[src/rtl/guitar_pkg.sv]
// Shared types for the note-highway scroll logic: scheduler states and speed codes.
package guitar_pkg;

   typedef enum logic [2:0] {
      IDLE      = 3'd0,
      COUNTDOWN = 3'd1,
      PLAYING   = 3'd2,
      PAUSED    = 3'd3,
      DONE      = 3'd4
   } scroll_state_t;

   localparam logic [1:0] SPD_X1 = 2'd0;
   localparam logic [1:0] SPD_X2 = 2'd1;
   localparam logic [1:0] SPD_X4 = 2'd2;
   localparam logic [1:0] SPD_X8 = 2'd3;

endpackage

[src/rtl/tick_divider.sv]
// Reloadable down-counter: raises tick while running and at zero, then reloads period.
module tick_divider #(
   parameter int DIV_W = 27
) (
   input  logic             clk,
   input  logic             rst_n,
   input  logic             load,
   input  logic             run,
   input  logic [DIV_W-1:0] period,
   output logic             tick
);

   localparam logic [DIV_W-1:0] ONE = DIV_W'(1);

   logic [DIV_W-1:0] cnt;

   assign tick = run && (cnt == '0);

   // load wins over run so the scheduler can zero the counter on the final tick
   always_ff @(posedge clk or negedge rst_n) begin
      if (!rst_n) begin
         cnt <= '0;
      end else if (load) begin
         cnt <= period;
      end else if (run) begin
         cnt <= (cnt == '0) ? period : cnt - ONE;
      end
   end

endmodule

[src/rtl/note_scroll_scheduler.sv]
// Scroll sequencer for one song: countdown, stepped note position, pause/resume, end detect.
module note_scroll_scheduler
   import guitar_pkg::*;
#(
   parameter int SLOW_DIV = 50_000_000,
   parameter int DIV_W    = 27,
   parameter int POS_W    = 7,
   parameter int SONG_LEN = 100,
   parameter int CD_TICKS = 3
) (
   input  logic             clk,
   input  logic             rst_n,
   input  logic             start,
   input  logic             pause,
   input  logic [1:0]       speed,
   output logic             step_en,
   output logic [POS_W-1:0] pos,
   output logic [15:0]      step_cnt,
   output logic [1:0]       countdown,
   output logic [2:0]       state,
   output logic             done
);

   localparam logic [DIV_W-1:0] PER_X1 = DIV_W'(SLOW_DIV - 1);
   localparam logic [DIV_W-1:0] PER_X2 = DIV_W'((SLOW_DIV >> 1) - 1);
   localparam logic [DIV_W-1:0] PER_X4 = DIV_W'((SLOW_DIV >> 2) - 1);
   localparam logic [DIV_W-1:0] PER_X8 = DIV_W'((SLOW_DIV >> 3) - 1);
   localparam logic [15:0]      LAST_STEP = 16'(SONG_LEN - 1);
   localparam logic [15:0]      CNT_ONE   = 16'd1;
   localparam logic [POS_W-1:0] POS_ONE   = POS_W'(1);
   localparam logic [1:0]       CD_INIT   = 2'(CD_TICKS);

   scroll_state_t    state_q, state_d;
   logic [1:0]       cd_d;
   logic [POS_W-1:0] pos_d;
   logic [15:0]      cnt_d;
   logic             step_d;
   logic             div_load, div_run, tick;
   logic [DIV_W-1:0] reload_val, div_period;

   assign state   = state_q;
   assign div_run = (state_q == COUNTDOWN) || (state_q == PLAYING);

   always_comb begin
      reload_val = PER_X1;
      case (speed)
         SPD_X1:  reload_val = PER_X1;
         SPD_X2:  reload_val = PER_X2;
         SPD_X4:  reload_val = PER_X4;
         SPD_X8:  reload_val = PER_X8;
         default: reload_val = PER_X1;
      endcase
   end

   tick_divider #(.DIV_W(DIV_W)) u_div (
      .clk    (clk),
      .rst_n  (rst_n),
      .load   (div_load),
      .run    (div_run),
      .period (div_period),
      .tick   (tick)
   );

   // Next-state logic; entering DONE reloads the divider with zero so it rests at 0
   always_comb begin
      state_d    = state_q;
      cd_d       = countdown;
      pos_d      = pos;
      cnt_d      = step_cnt;
      step_d     = 1'b0;
      div_load   = 1'b0;
      div_period = reload_val;
      case (state_q)
         IDLE, DONE: begin
            if (start) begin
               state_d  = COUNTDOWN;
               cd_d     = CD_INIT;
               pos_d    = '0;
               cnt_d    = '0;
               div_load = 1'b1;
            end
         end
         COUNTDOWN: begin
            if (tick) begin
               if (countdown == 2'd1) begin
                  state_d = PLAYING;
                  cd_d    = 2'd0;
               end else begin
                  cd_d = countdown - 2'd1;
               end
            end
         end
         PLAYING: begin
            if (tick) begin
               step_d = 1'b1;
               pos_d  = pos + POS_ONE;
               cnt_d  = step_cnt + CNT_ONE;
               if (step_cnt == LAST_STEP) begin
                  state_d    = DONE;
                  div_load   = 1'b1;
                  div_period = '0;
               end else if (pause) begin
                  state_d = PAUSED;
               end
            end else if (pause) begin
               state_d = PAUSED;
            end
         end
         PAUSED: begin
            if (pause) begin
               state_d = PLAYING;
            end
         end
         default: state_d = IDLE;
      endcase
   end

   always_ff @(posedge clk or negedge rst_n) begin
      if (!rst_n) begin
         state_q   <= IDLE;
         countdown <= 2'd0;
         pos       <= '0;
         step_cnt  <= '0;
         step_en   <= 1'b0;
         done      <= 1'b0;
      end else begin
         state_q   <= state_d;
         countdown <= cd_d;
         pos       <= pos_d;
         step_cnt  <= cnt_d;
         step_en   <= step_d;
         done      <= (state_d == DONE);
      end
   end

endmodule

[config.mk]
export PLATFORM = sky130hd
export DESIGN_NAME = note_scroll_scheduler
export DESIGN_NICKNAME = d
export VERILOG_FILES = /design/src/rtl/guitar_pkg.sv /design/src/rtl/tick_divider.sv /design/src/rtl/note_scroll_scheduler.sv
export SDC_FILE = /design/constraint.sdc
export NUM_CORES = 1
export LEC_CHECK = 0
export CORE_ASPECT_RATIO = 2
export CORE_MARGIN = 2
export CORE_UTILIZATION = 50
export CTS_BUF_LIST = sky130_fd_sc_hd__clkbuf_4 sky130_fd_sc_hd__clkbuf_8
export DETAILED_ROUTE_END_ITERATION = 10
export GPL_TIMING_DRIVEN = 1
export PLACE_DENSITY_LB_ADDON = 0.05
export SETUP_SLACK_MARGIN = 0.4
export SLEW_MARGIN = 25
export SYNTH_ARGS = -nofsm -noshare
export SYNTH_HDL_FRONTEND = slang
export SYNTH_SLANG_ARGS = --single-unit
[constraint.sdc]
create_clock -name clk -period 2.09 [get_ports clk]
set_input_delay 0.209 -clock clk [delete_from_list [all_inputs] [get_ports clk]]
set_output_delay 0.209 -clock clk [all_outputs]
set_load 0.01 [all_outputs]
# After elaboration in Yosys (flattened, before gate mapping)
# Index checks and enable logic that the tools add are counted.
[totals]
ff_bits = 57
input_bits = 6
out_inout_bits = 30
[classes]
n_reduce_logical = 11
add_sub_neg = 4
n_eq_ne = 13
n_mux = 31
[ops]
columns = ["operator", "count"]
rows = [
  ["27-bit 2-to-1 mux", 6],
  ["27-bit case mux with 4 select lines", 1],
  ["16-bit 2-to-1 mux", 2],
  ["16-bit case mux with 2 select lines", 1],
  ["27-bit logical NOT", 1],
  ["27-bit by 1-bit subtractor with 27-bit output, second input constant", 1],
  ["3-bit 2-to-1 mux", 7],
  ["16-bit by 1-bit adder with 16-bit output, second input constant", 1],
  ["16-bit by 7-bit equality test with 1-bit output, second input constant", 1],
  ["7-bit 2-to-1 mux", 2],
  ["7-bit case mux with 2 select lines", 1],
  ["3-bit case mux with 4 select lines", 1],
  ["7-bit by 1-bit adder with 7-bit output, second input constant", 1],
  ["3-bit by 2-bit equality test with 1-bit output, second input constant", 2],
  ["3-bit equality test, second input constant", 2],
  ["2-bit 2-to-1 mux", 3],
  ["2-bit != test, second input constant", 3],
  ["3-bit AND reduction", 2],
  ["2-bit nonzero test", 3],
  ["1-bit 2-to-1 mux", 5],
  ["2-bit by 1-bit equality test with 1-bit output, second input constant", 2],
  ["2-bit equality test, second input constant", 2],
  ["2-bit case mux with 2 select lines", 1],
  ["3-bit by 1-bit equality test with 1-bit output, second input constant", 1],
  ["other kinds (7)", 7],
]

# Longest topological paths before layout
# Gate-level depths: netlist of run 1.
[logic_depth]
ltp_word = 8
mapped_depth = 10
ltp_nobuf = 8

# Cells and area by module
# From an unflattened synthesis of run 1, not the netlist that was laid out.
[unflattened]
cells_unflattened = 406
area_unflattened_um2 = 3539.6
[modules_own_cells]
columns = ["module", "cells_per_inst", "n_inst", "area_each_um2"]
rows = [
  ["tick_divider", 235, 1, 1895.6],
  ["note_scroll_scheduler", 171, 1, 1644.1],
]

# Worst setup path after synthesis of run 1
# Ideal clock, no wire load.
[synth_timing]
kind = "flip-flop to flip-flop"
from = "register u_div.cnt[0]"
to = "register u_div.cnt[22]"
setup_ns = 0.134
synth_period_minus_slack_ns = 2.162
arrival_time_ns = 2.028
setup_slack_ns = -0.072
path_buffers = 0
stages_incl_launch_ff = 9
path_cell_list = "dfrtp_1 > inv_1 > ha_1 > or4b_1 > nor4_4 > and2_1 > nand3b_1 > mux2i_1 > o22ai_1"
[synth_between]
elab_chain_cells = 7
word_cells_on_any_way = 11
cone_classes = "add/sub (1); mux (7); reduce/logical (3)"
[synth_rtl]
columns = ["item", "line", "source"]
rows = [
  ["start, declared", "tick_divider.sv:15", "logic [DIV_W-1:0] cnt;"],
  ["start signal, assigned", "tick_divider.sv:24", "cnt <= period;"],
  ["start signal, assigned", "tick_divider.sv:26", "cnt <= (cnt == '0) ? period : cnt - ONE;"],
  ["branches (longest 7 deep; another with 27-bit by 1-bit subtractor with 27-bit output)", "--", ""],
]
# Parallel ways; which one is timed is not known. The select of a mux whose other input is x is not followed.
# A chain may end at the register's enable or synchronous reset.

# Worst setup path in the final report of run 1
[layout_timing]
from = "register u_div.cnt[14]"
to = "register state_q[0], in the netlist state[0]"
[layout_between]
elab_chain_cells = 4
word_cells_on_any_way = 5
cone_classes = "mux (3); reduce/logical (2)"
[layout_rtl]
columns = ["item", "line", "source"]
rows = [
  ["27-bit logical NOT (*)", "tick_divider.sv:17", "assign tick = run && (cnt == '0);"],
  ["1-bit logical AND (*)", "tick_divider.sv:17", ""],
  ["3-bit 2-to-1 mux, on equally long branches", "note_scroll_scheduler.sv:94, note_scroll_scheduler.sv:84", ""],
  ["3-bit case mux with 4 select lines (*)", "note_scroll_scheduler.sv:73", "case (state_q)"],
  ["net state_d[0]", "note_scroll_scheduler.sv:33", "scroll_state_t state_q, state_d;"],
  ["end signal, assigned", "note_scroll_scheduler.sv:127", "state_q <= state_d;"],
  ["end, declared", "note_scroll_scheduler.sv:33", ""],
]
# Mark *: on every way through the listed nets, which the timed path passes. The rest lies on a longest branch.

==> metrics.md, run 1 <==
| Metric | Value |
|---|---|
| Residual DRC count | `0` |
| Clk pwr share | `35.3%` |
| # rows | `42` |
| Final wirelength | `14,400 µm` |
| Post-route ant nets | `0` |
| Slowest stage cell, crit path | `dfrtp_1` |
| Synthesized area | `3440 µm²` |
| Power per standard cell area | `549 nW/µm²` |
| Layout area overhead | `67.2%` |
| Leakage | `2.46 nW` |
| Starting Density | `51.9%` |
| Initial antenna violation count | `0` |
| Largest net degree at the start of global routing | `58` |
| Post-Synth Adder-Cell Area | `1.82%` |
| Max Cap Viol | `0` |
| CP Buf/Inv Count | `3` |
| CTS tree | `yes` |
| 1st-iter DRT viols | `353` |
| Worst skew pair latency | `370 ps` |
| H-Tree Level Count | `3` |
| Most Frequent Cell on Critical Path | `buf_4` |
| R2r startpoint | `u_div.cnt[14]` |
| P_int | `0.00213 W` |
| Clk slew on worst S/H paths | `80 ps` |
| Simple-gate share of the synthesized area | `31.7%` |
| CP Launch Type | `register` |
| Commonest non-fill, non-tap cell in the layout | `buf_4` |
| First-pass GRT wire length | `19,200 µm` |
| Reg2Reg Depth | `8` |
| Synth Net Count | `402` |
| #FFs+latches synth | `57` |
| CP arrival | `2610 ps` |
| Compound-cell area share of the yosys netlist | `16.0%` |
| Largest family of logic cells by synthesized area | `simple AND/OR/NAND/NOR gates` |
| Final Hold Fails | `0` |
| Setup slack, reg-to-reg | `-300 ps` |
| Period utilization | `114%` |
| Switching Fraction | `32.5%` |
| Largest delay contributor family on the critical path | `simple AND/OR/NAND/NOR gates` |
| # IOs | `36` |
| Fill cell count | `340` |
| Synth unique cells | `60` |
| Worst Tran Pin Value | `519 ps` |
| Min-delay worst type | `primary input to asynchronous set/reset pin` |
| Minimum clock period | `2390 ps` |
| 1st-pass router iterations | `5` |
| Worst VDD drop | `0.000523 V` |
| Register area | `1430 µm²` |
| Synth Warn # | `0` |
| Slew Limit Fails | `0` |
| Antenna fix cells | `0` |
| Ys flop type | `dfrtp_1` |
| Switching pwr | `0.00102 W` |
| Drt via density | `6.34` |
| Post-Synth XOR/XNOR Area | `4.84%` |
| Mux contribution to synthesized area | `0.583%` |
| Final setup viols | `39` |
| CP Depth | `8` |
| TritonCTS Sinks | `57` |
| Worst Setup Slack post-DPL | `-160 ps` |
| Run status | `finished with violations` |
| Total GRT Usage | `33.8%` |
| Gate power share | `22.6%` |
| Core Box Area | `6620 µm²` |
| DIE WIDTH | `62.6 µm` |
| Clock Path Buffers | `2` |
| Clock Skew | `9.93 ps` |
| Synth Instances | `391` |
| Vias | `4,045` |
| Area of the multi-input gates | `2460 µm²` |
| RSZ-0062 raised after global routing | `yes` |
| Congestion Overflow GR | `0` |
| Flop pwr share | `42.1%` |
| Asr flop ratio synth | `100%` |
| Share of layout cells above drive strength 1 | `44.0%` |
| Final worst slack | `-300 ps` |
| Mean post-synth cell area | `8.79 µm²` |
| Nets | `556` |
| R2r endpoint | `state[0]` |
| Sequential area share after synthesis | `41.5%` |
| Most frequent cells in the layout | `100 x buf_4, 54 x dfrtp_1, 48 x nor2_1` |
| Post-synth EDFFs | `0` |
| Die ar. | `7590 µm²` |
| Routed WL per cell | `22.6 µm` |
| Crit Path Max Fanout | `4` |
| Setup crit end | `state[0]` |
| Worst setup EP type | `register` |
| Required time worst endpoint | `2310 ps` |
| Setup TNS | `-2770 ps` |
| WS Path Type | `register to register` |
| Worst Setup SP | `u_div.cnt[14]` |
| Root Driver | `clkbuf_8` |
| IO Port Bufs | `35` |
| Vias in the first global route | `3,877` |
| Violated checks | `negative setup slack` |
| Max_slew headroom | `65.3%` |
| Critical path's largest stage delay | `400 ps` |
| CTS Buf Count | `9` |
| Fmax | `0.418 GHz` |
| RePlAce Congestion | `1.01` |
| Die Y | `121 µm` |
| CP Cell Sequence | `nor4_2, buf_4, and4b_2, buf_4, buf_4, nand3_1, o211ai_1, o211ai_1` |
| DP HPWL | `8550 µm` |
[metal layers]
layer	up-vias	track usage [%]	wire, µm
met4	0	25.6	1280
met1	1969	33.2	4760
met2	226	61.4	7630
met3	105	6.12	730
met5	-	0	0
li1	1745	-	-
[cell families (layout without fill, tap and decap cells)]
kind of cell / after synthesis / count (layout)
and+or+nand+nor: 195 / 195
AOI/OAI and AO/OA: 85 / 85
muxes: 2 / 2
DFF: 57 / 57
buffers and inverters: 28 / 187
adders and majority gates: 5 / 5
xor gates and xnor gates: 19 / 19
[layout make-up]
| type | count | share of cell area (%) |
|---|---|---|
| Clock inverter | 7 | 1.37 |
| Multi-Input combinational cell | 306 | 42.9 |
| Timing Repair Buffer | 162 | 26.2 |
| Clock buffer | 9 | 2.16 |
| Inverter | 9 | 0.588 |
| Tap cell | 88 | 1.92 |
| Sequential cell | 57 | 24.9 |
[worst min-delay path, cell delays in order]
cell and delay (ps):
dlygate4sd3_1 510, buf_2 120, buf_12 290
[power groups by stage]
stage | Clock (W) | Combinational [W] | Sequential, W
final | 0.00111 | 0.000711 | 0.00133
after global routing | 0.00116 | 0.000763 | 0.00134
after CTS | 0.00110 | 0.000659 | 0.00131
after detailed placement | 0 | 0.000641 | 0.00132
after global placement | 0 | 0.000637 | 0.00131
after floorplan | 0 | 0.000266 | 0.00135
[cell usage after synthesis, drive strengths merged (6+ instances only)]
| library cell | count | area [µm²] |
|---|---|---|
| nand2 | 38 | 143 |
| inv | 9 | 33.8 |
| nor2 | 54 | 203 |
| clkbuf | 13 | 48.8 |
| nand4 | 11 | 75.1 |
| a31oi | 6 | 37.5 |
| nand3 | 23 | 115 |
| xnor2 | 13 | 114 |
| xor2 | 6 | 52.6 |
| or3 | 6 | 37.5 |
| a21oi | 20 | 100 |
| nor4 | 15 | 171 |
| o21ai | 25 | 133 |
| nor3 | 19 | 121 |
| dfrtp | 57 | 1430 |
| buf | 6 | 38.8 |
[how the worst min path moves through the flow]
stage | to | depth (start not counted) | slack, ps | start
after floorplan | countdown[0] | 0 | -90 | rst_n
after global placement | step_en | 2 | 230 | rst_n
after detailed placement | pos[5] | 2 | 230 | rst_n
after CTS | pos[5] | 3 | 380 | rst_n
after global routing | step_cnt[2] | 3 | 410 | rst_n
final | pos[2] | 3 | 360 | rst_n
[stage by stage]
stage	hold WS, ps	power [W]	cells	util [%]	instance area, µm²
floorplan	-86.6	0.00161	391	-	3520
global placement	234	0.00195	599	71.1	4710
detailed placement	234	0.00196	599	71.1	4710
CTS	385	0.00307	628	79.1	5240
global route	406	0.00326	638	86.8	5750
finish	363	0.00315	638	86.8	5750
[timing repair]
| action | in CTS | in global routing |
|---|---|---|
| resized for setup | 44 | 83 |
| hold buffers | 1 | 0 |
| cloned | 2 | 2 |
| pin swaps | 10 | 35 |
| endpoints found under the hold margin | 57 | 0 |
| buffers inserted | 10 | 8 |
| setup endpoints to repair | 59 | 61 |
[flip-flops by register name (all words and copies together), names as in the netlist]
| register | flops |
|---|---|
| step_cnt | 16 |
| countdown | 2 |
| u_div.cnt | 27 |
| done | 1 |
| state | 3 |
| pos | 7 |
| step_en | 1 |
No activity file was read; power rests on OpenSTA's default activity.
==> run 2, diff against run 1 <==
--- a/config.mk
+++ b/config.mk
@@ -7,9 +7,10 @@
 export LEC_CHECK = 0
 export CORE_ASPECT_RATIO = 2
 export CORE_MARGIN = 2
-export CORE_UTILIZATION = 50
+export CORE_UTILIZATION = 25
 export CTS_BUF_LIST = sky130_fd_sc_hd__clkbuf_4 sky130_fd_sc_hd__clkbuf_8
 export DETAILED_ROUTE_END_ITERATION = 10
+export DONT_BUFFER_PORTS = 1
 export GPL_TIMING_DRIVEN = 1
 export PLACE_DENSITY_LB_ADDON = 0.05
 export SETUP_SLACK_MARGIN = 0.4
==> run 2 against run 1 <==
Effect of this change:
- the flow still finishes with violations (negative setup slack)
- clock skew is 0.57 ps higher
- die area rose by 94%
- final area down 0.50%
- register-to-register slack gained 50 ps
- via count down 9.0%
- clock power decreased by 12%
- global-route usage is 13 points lower
- setup slack gained 48 ps
- sequential cell count is the same
- clock-buffer cell count grew 2
- combinational power is 1% higher
- highest routed layer unchanged
==> metrics.md, run 2 (synthesized netlist as in run 1, its figures left out) <==
| Metric | Value |
|---|---|
| CTS Buf Count | `9` |
| CP Launch Type | `register` |
| Crit Path Max Fanout | `4` |
| Required time worst endpoint | `2320 ps` |
| Met1 wire length | `4690 µm` |
| Max_slew headroom | `37.4%` |
| Register name with the most flops | `u_div.cnt` |
| Vias in the first global route | `3,961` |
| Routed WL per cell | `21.5 µm` |
| Antenna fix cells | `0` |
| Clock Path Buffers | `2` |
| Final wirelength | `14,900 µm` |
| 1st-pass router iterations | `4` |
| Nets | `546` |
| Largest register FFs | `27` |
| Power per standard cell area | `529 nW/µm²` |
| Final Hold Fails | `0` |
| IO Port Bufs | `0` |
| Top routing layer used | `met4` |
| Hold depth | `2` |
| RePlAce Congestion | `0.889` |
| # rows | `60` |
| Violated checks | `negative setup slack` |
| Clock Skew | `10.5 ps` |
| First-pass GRT wire length | `22,900 µm` |
| Core Box Area | `13,400 µm²` |
| Minimum clock period | `2340 ps` |
| Largest net degree at the start of global routing | `58` |
| Congestion Overflow GR | `0` |
| Biggest regs | `u_div.cnt: 27 flops, step_cnt: 16 flops, pos: 7 flops` |
| 1st-iter DRT viols | `196` |
| CTS tree | `yes` |
| DIE WIDTH | `86.9 µm` |
| Worst setup EP type | `register` |
| RSZ-0062 raised after global routing | `yes` |
| WS Path Type | `register to register` |
| Commonest non-fill, non-tap cell in the layout | `buf_4` |
| Worst Setup Slack post-DPL | `-330 ps` |
| Final worst slack | `-252 ps` |
| Initial antenna violation count | `0` |
| Die ar. | `14,800 µm²` |
| Final setup viols | `46` |
| Slew Limit Fails | `0` |
| CP arrival | `2570 ps` |
| Drt via density | `5.29` |
| Share of layout cells above drive strength 1 | `51.3%` |
| Most frequent cells in the layout | `104 x buf_4, 56 x dfrtp_1, 48 x nor2_1` |
| PnR Total Power | `0.00303 W` |
| Metal3 WL | `645 µm` |
| Met2 wire length | `8570 µm` |
| Period utilization | `112%` |
| Worst Tran Pin Value | `936 ps` |
| DP HPWL | `10,800 µm` |
| Max Cap Viol | `0` |
| Residual DRC count | `0` |
| TritonCTS Sinks | `57` |
| Vias | `3,680` |
| H-Tree Level Count | `3` |
| Leakage | `2.46 nW` |
| Clk slew on worst S/H paths | `80 ps` |
| Starting Density | `25.6%` |
| Worst Hold Slack | `24.2 ps` |
| Reg2Reg Depth | `10` |
| Layout area overhead | `66.4%` |
| Run status | `finished with violations` |
| Post-route ant nets | `0` |
| Root Driver | `clkbuf_8` |
| Min-delay worst type | `primary input to register` |
| Die Y | `170 µm` |
| # IOs | `36` |
| Setup TNS | `-4020 ps` |
| Fmax | `0.427 GHz` |
| Worst VDD drop | `0.000429 V` |
| Total GRT Usage | `21.2%` |
| Final Util | `42.5%` |
| Worst skew pair latency | `350 ps` |
## run 2: changes by cell type in the layout (fill, tap and decap cells not counted), sizes merged
| cell | before | now |
|---|---|---|
| dlygate4sd2 | 1 | 0 |
| dlymetal6s2s | 3 | 0 |
| bufinv | 1 | 0 |
| clkinv | 1 | 4 |
| clkinvlp | 3 | 1 |
| clkdlybuf4s50 | 30 | 0 |
| buf | 125 | 150 |
| clkbuf | 11 | 12 |
| inv | 11 | 9 |
## run 2: final timing paths
check	from	to	slack [ps]
min in group asynchronous	rst_n	u_div.cnt[15]	460
worst max-delay path	u_div.cnt[0]	u_div.cnt[16]	-250
max in group asynchronous	rst_n	u_div.cnt[20]	1350
worst min register to register	u_div.cnt[6]	u_div.cnt[6]	560
worst max register to register	u_div.cnt[0]	u_div.cnt[16]	-250
worst min-delay path	speed[1]	u_div.cnt[5]	20
## run 2: what timing repair did
| item | in CTS | in global routing |
|---|---|---|
| gates cloned | 3 | 0 |
| hold buffers | 2 | 0 |
| pin swaps | 66 | 41 |
| endpoints found under the setup margin | 57 | 57 |
| hold endpoints to repair | 57 | 0 |
| setup buffers | 22 | 12 |
| gates resized for setup | 116 | 48 |
## run 2: metal layers
layer,up-vias,global-route usage [%]
met2,113,41.3
met4,0,11.0
met1,1795,19.5
met5,-,0
li1,1717,-
met3,55,4.82
## run 2: critical path, stage by stage, from the launching register on
cell and delay [ps]:
dfrtp_1 390, inv_2 70, buf_6 100, ha_4 130
or4b_4 500, nor4_4 170, buf_6 170, buf_4 120
nand3_2 110, a221oi_2 360, nor2_1 110
## run 2: per-stage QoR
step	instance area, µm²	cells
floorplan	3520	391
finish	5720	695
global placement	4480	640
detailed placement	4480	640
CTS	5410	683
global route	5720	695
## run 2: area by class of cell
cell class | count | area (µm²)
Fill cell | 1341 | 7720
Tap cell | 155 | 194
Clock buffer | 11 | 145
Inverter | 9 | 33.8
Clock inverter | 5 | 31.3
Multi-Input combinational cell | 306 | 2510
Timing Repair Buffer | 152 | 1380
Sequential cell | 57 | 1430
## run 2: power breakdown
| group | total, W | switching, W | leakage [nW] | internal, W |
|---|---|---|---|---|
| Sequential | 0.00133 | 0.000115 | 0.656 | 0.00121 |
| Combinational | 0.000719 | 0.000356 | 1.71 | 0.000363 |
| Clock | 0.000981 | 0.000509 | 0.0925 | 0.000472 |
==> run 3, diff against run 2 <==
--- a/config.mk
+++ b/config.mk
@@ -14,6 +14,7 @@
 export GPL_TIMING_DRIVEN = 1
 export PLACE_DENSITY_LB_ADDON = 0.05
 export SETUP_SLACK_MARGIN = 0.4
+export SKIP_CTS_REPAIR_TIMING = 1
 export SLEW_MARGIN = 25
 export SYNTH_ARGS = -nofsm -noshare
 export SYNTH_HDL_FRONTEND = slang
==> run 3 against run 2 <==
Effect of this change:
- the flow still finishes with violations (negative setup slack)
- wire length down 5.0%
- register-to-register slack worse by 40 ps
- maximum frequency down 1.5%
- critical path depth unchanged
- sequential cell count unchanged
- die area unchanged
- cell count down 2.6%
- clock skew up 1.7 ps
- via count down 3.1%
- core utilization down 3.4 points
- critical endpoint is now u_div.cnt[22]
- largest cell class unchanged
==> metrics.md, run 3 (synthesized netlist as in run 1, its figures left out) <==
| Metric | Value |
|---|---|
| Worst VDD drop | `0.000430 V` |
| Fmax | `0.420 GHz` |
| Starting Density | `25.6%` |
| Minimum clock period | `2380 ps` |
| Share of layout cells above drive strength 1 | `42.3%` |
| Period utilization | `114%` |
| Routed WL per cell | `21.0 µm` |
| Clock Skew | `12.2 ps` |
| DIE WIDTH | `86.9 µm` |
| Worst skew pair latency | `360 ps` |
| Vias in the first global route | `3,616` |
| Crit Path Max Fanout | `6` |
| Violated checks | `negative setup slack` |
| Required time worst endpoint | `2290 ps` |
| Biggest regs | `u_div.cnt: 27 flops, step_cnt: 16 flops, pos: 7 flops` |
| Hold depth | `1` |
| RePlAce Congestion | `0.889` |
| Most frequent cells in the layout | `113 x buf_4, 57 x dfrtp_1, 48 x nor2_1` |
| Vias | `3,565` |
| Gate power share | `22.5%` |
| 1st-pass router iterations | `4` |
| CP Launch Type | `register` |
| Min-delay worst type | `primary input to register` |
| PnR Total Power | `0.00298 W` |
| Clock Path Buffers | `2` |
| Clk pwr share | `33.1%` |
| Layout area overhead | `53.1%` |
| Initial antenna violation count | `0` |
| Finished Cell Area | `5260 µm²` |
| Switching pwr | `0.000965 W` |
| Final setup viols | `49` |
| WHS Endpoint | `u_div.cnt[10]` |
| Flop pwr share | `44.4%` |
| Final wirelength | `14,200 µm` |
| Run status | `finished with violations` |
| DP HPWL | `10,800 µm` |
| TritonCTS Sinks | `57` |
| H-Tree Level Count | `3` |
| Final Hold Fails | `0` |
| R2r startpoint | `u_div.cnt[1]` |
| Largest register FFs | `27` |
| CP arrival | `2580 ps` |
| IO Port Bufs | `0` |
| Setup slack, reg-to-reg | `-290 ps` |
| Cells after DPL | `640` |
| First-pass GRT wire length | `21,300 µm` |
| Hold wc startpoint | `speed[1]` |
| Total GRT Usage | `19.9%` |
| # IOs | `36` |
| Placement Cell Area | `4480 µm²` |
| Congestion Overflow GR | `0` |
| Register name with the most flops | `u_div.cnt` |
| Max_slew headroom | `36.3%` |
| Leakage | `2.25 nW` |
| RSZ-0062 raised after global routing | `yes` |
| Clk slew on worst S/H paths | `70 ps` |
| Largest net degree at the start of global routing | `58` |
| CTS Buf Count | `9` |
| Residual DRC count | `0` |
| CTS tree | `yes` |
| Max Cap Viol | `0` |
| Non-Filler Instances | `677` |
| Root Driver | `clkbuf_8` |
| 1st-iter DRT viols | `142` |
| Commonest non-fill, non-tap cell in the layout | `buf_4` |
| Die ar. | `14,800 µm²` |
| Switching Fraction | `32.4%` |
| P_int | `0.00201 W` |
| Die Y | `170 µm` |
| Final worst slack | `-289 ps` |
| # rows | `60` |
| Worst Setup Slack post-DPL | `-330 ps` |
| Nets | `528` |
| Antenna fix cells | `0` |
| Power per standard cell area | `567 nW/µm²` |
| WS Path Type | `register to register` |
| Worst setup EP type | `register` |
| Drt via density | `5.27` |
| Core Box Area | `13,400 µm²` |
| Slew Limit Fails | `0` |
| Post-route ant nets | `0` |
| Reg2Reg Depth | `10` |
| Worst Setup SP | `u_div.cnt[1]` |
| R2r endpoint | `u_div.cnt[22]` |
| Worst Tran Pin Value | `953 ps` |
run 3: power by group through the flow:
stage / registers, W / logic (W) / clock network (W)
finish: 0.00132 / 0.000671 / 0.000985
detailed placement: 0.00133 / 0.000587 / 0
global placement: 0.00133 / 0.000593 / 0
global route: 0.00134 / 0.000733 / 0.00106
floorplan: 0.00135 / 0.000266 / 0
CTS: 0.00131 / 0.000589 / 0.00102
run 3: layout make-up:
cell class	count	area [µm²]
clock inverters	5	31.3
clock buffers	11	145
inverters	9	33.8
fillers	1379	8180
multi-input cells	306	2300
well taps	155	194
repair buffers	134	1130
flip-flops and latches	57	1430
run 3: worst max-delay path by stage:
stage	to	depth (start not counted)
6_report	u_div.cnt[22]	10
5_1_grt	u_div.cnt[22]	10
4_1_cts	u_div.cnt[16]	10
3_5_place_dp	u_div.cnt[16]	10
3_3_place_gp	u_div.cnt[22]	9
2_1_floorplan	u_div.cnt[10]	6
run 3: through the flow:
stage / hold slack, ps / utilization, % / TNS [ps]
floorplan: -86.6 / - / 0
global placement: -83.1 / 33.3 / -9010
detailed placement: -83.7 / 33.3 / -7700
CTS: -471 / 34.6 / -8240
global route: 7.12 / 39.1 / -10210
finish: 19.7 / 39.1 / -5250
run 3: worst max-delay path, cell delays in order, from the launching register on:
cell and delay [ps]:
dfrtp_1 390, inv_2 70, buf_6 100, ha_4 130, or4b_4 490, nor4_4 250, buf_6 170, and2_4 170
nand3b_1 100, mux2i_2 230, o22ai_2 140
run 3: metal layers:
metal  share of wire (%)  vias to the layer above  wire length (µm)  GRT usage, %
li1                    -                     1686                 -             -
met1                  32                     1744              4590          18.4
met2                  59                       94              8320          38.4
met3                 4.0                       41               569          4.72
met4                 5.0                        0               711          10.2
met5                   0                        -                 0             0
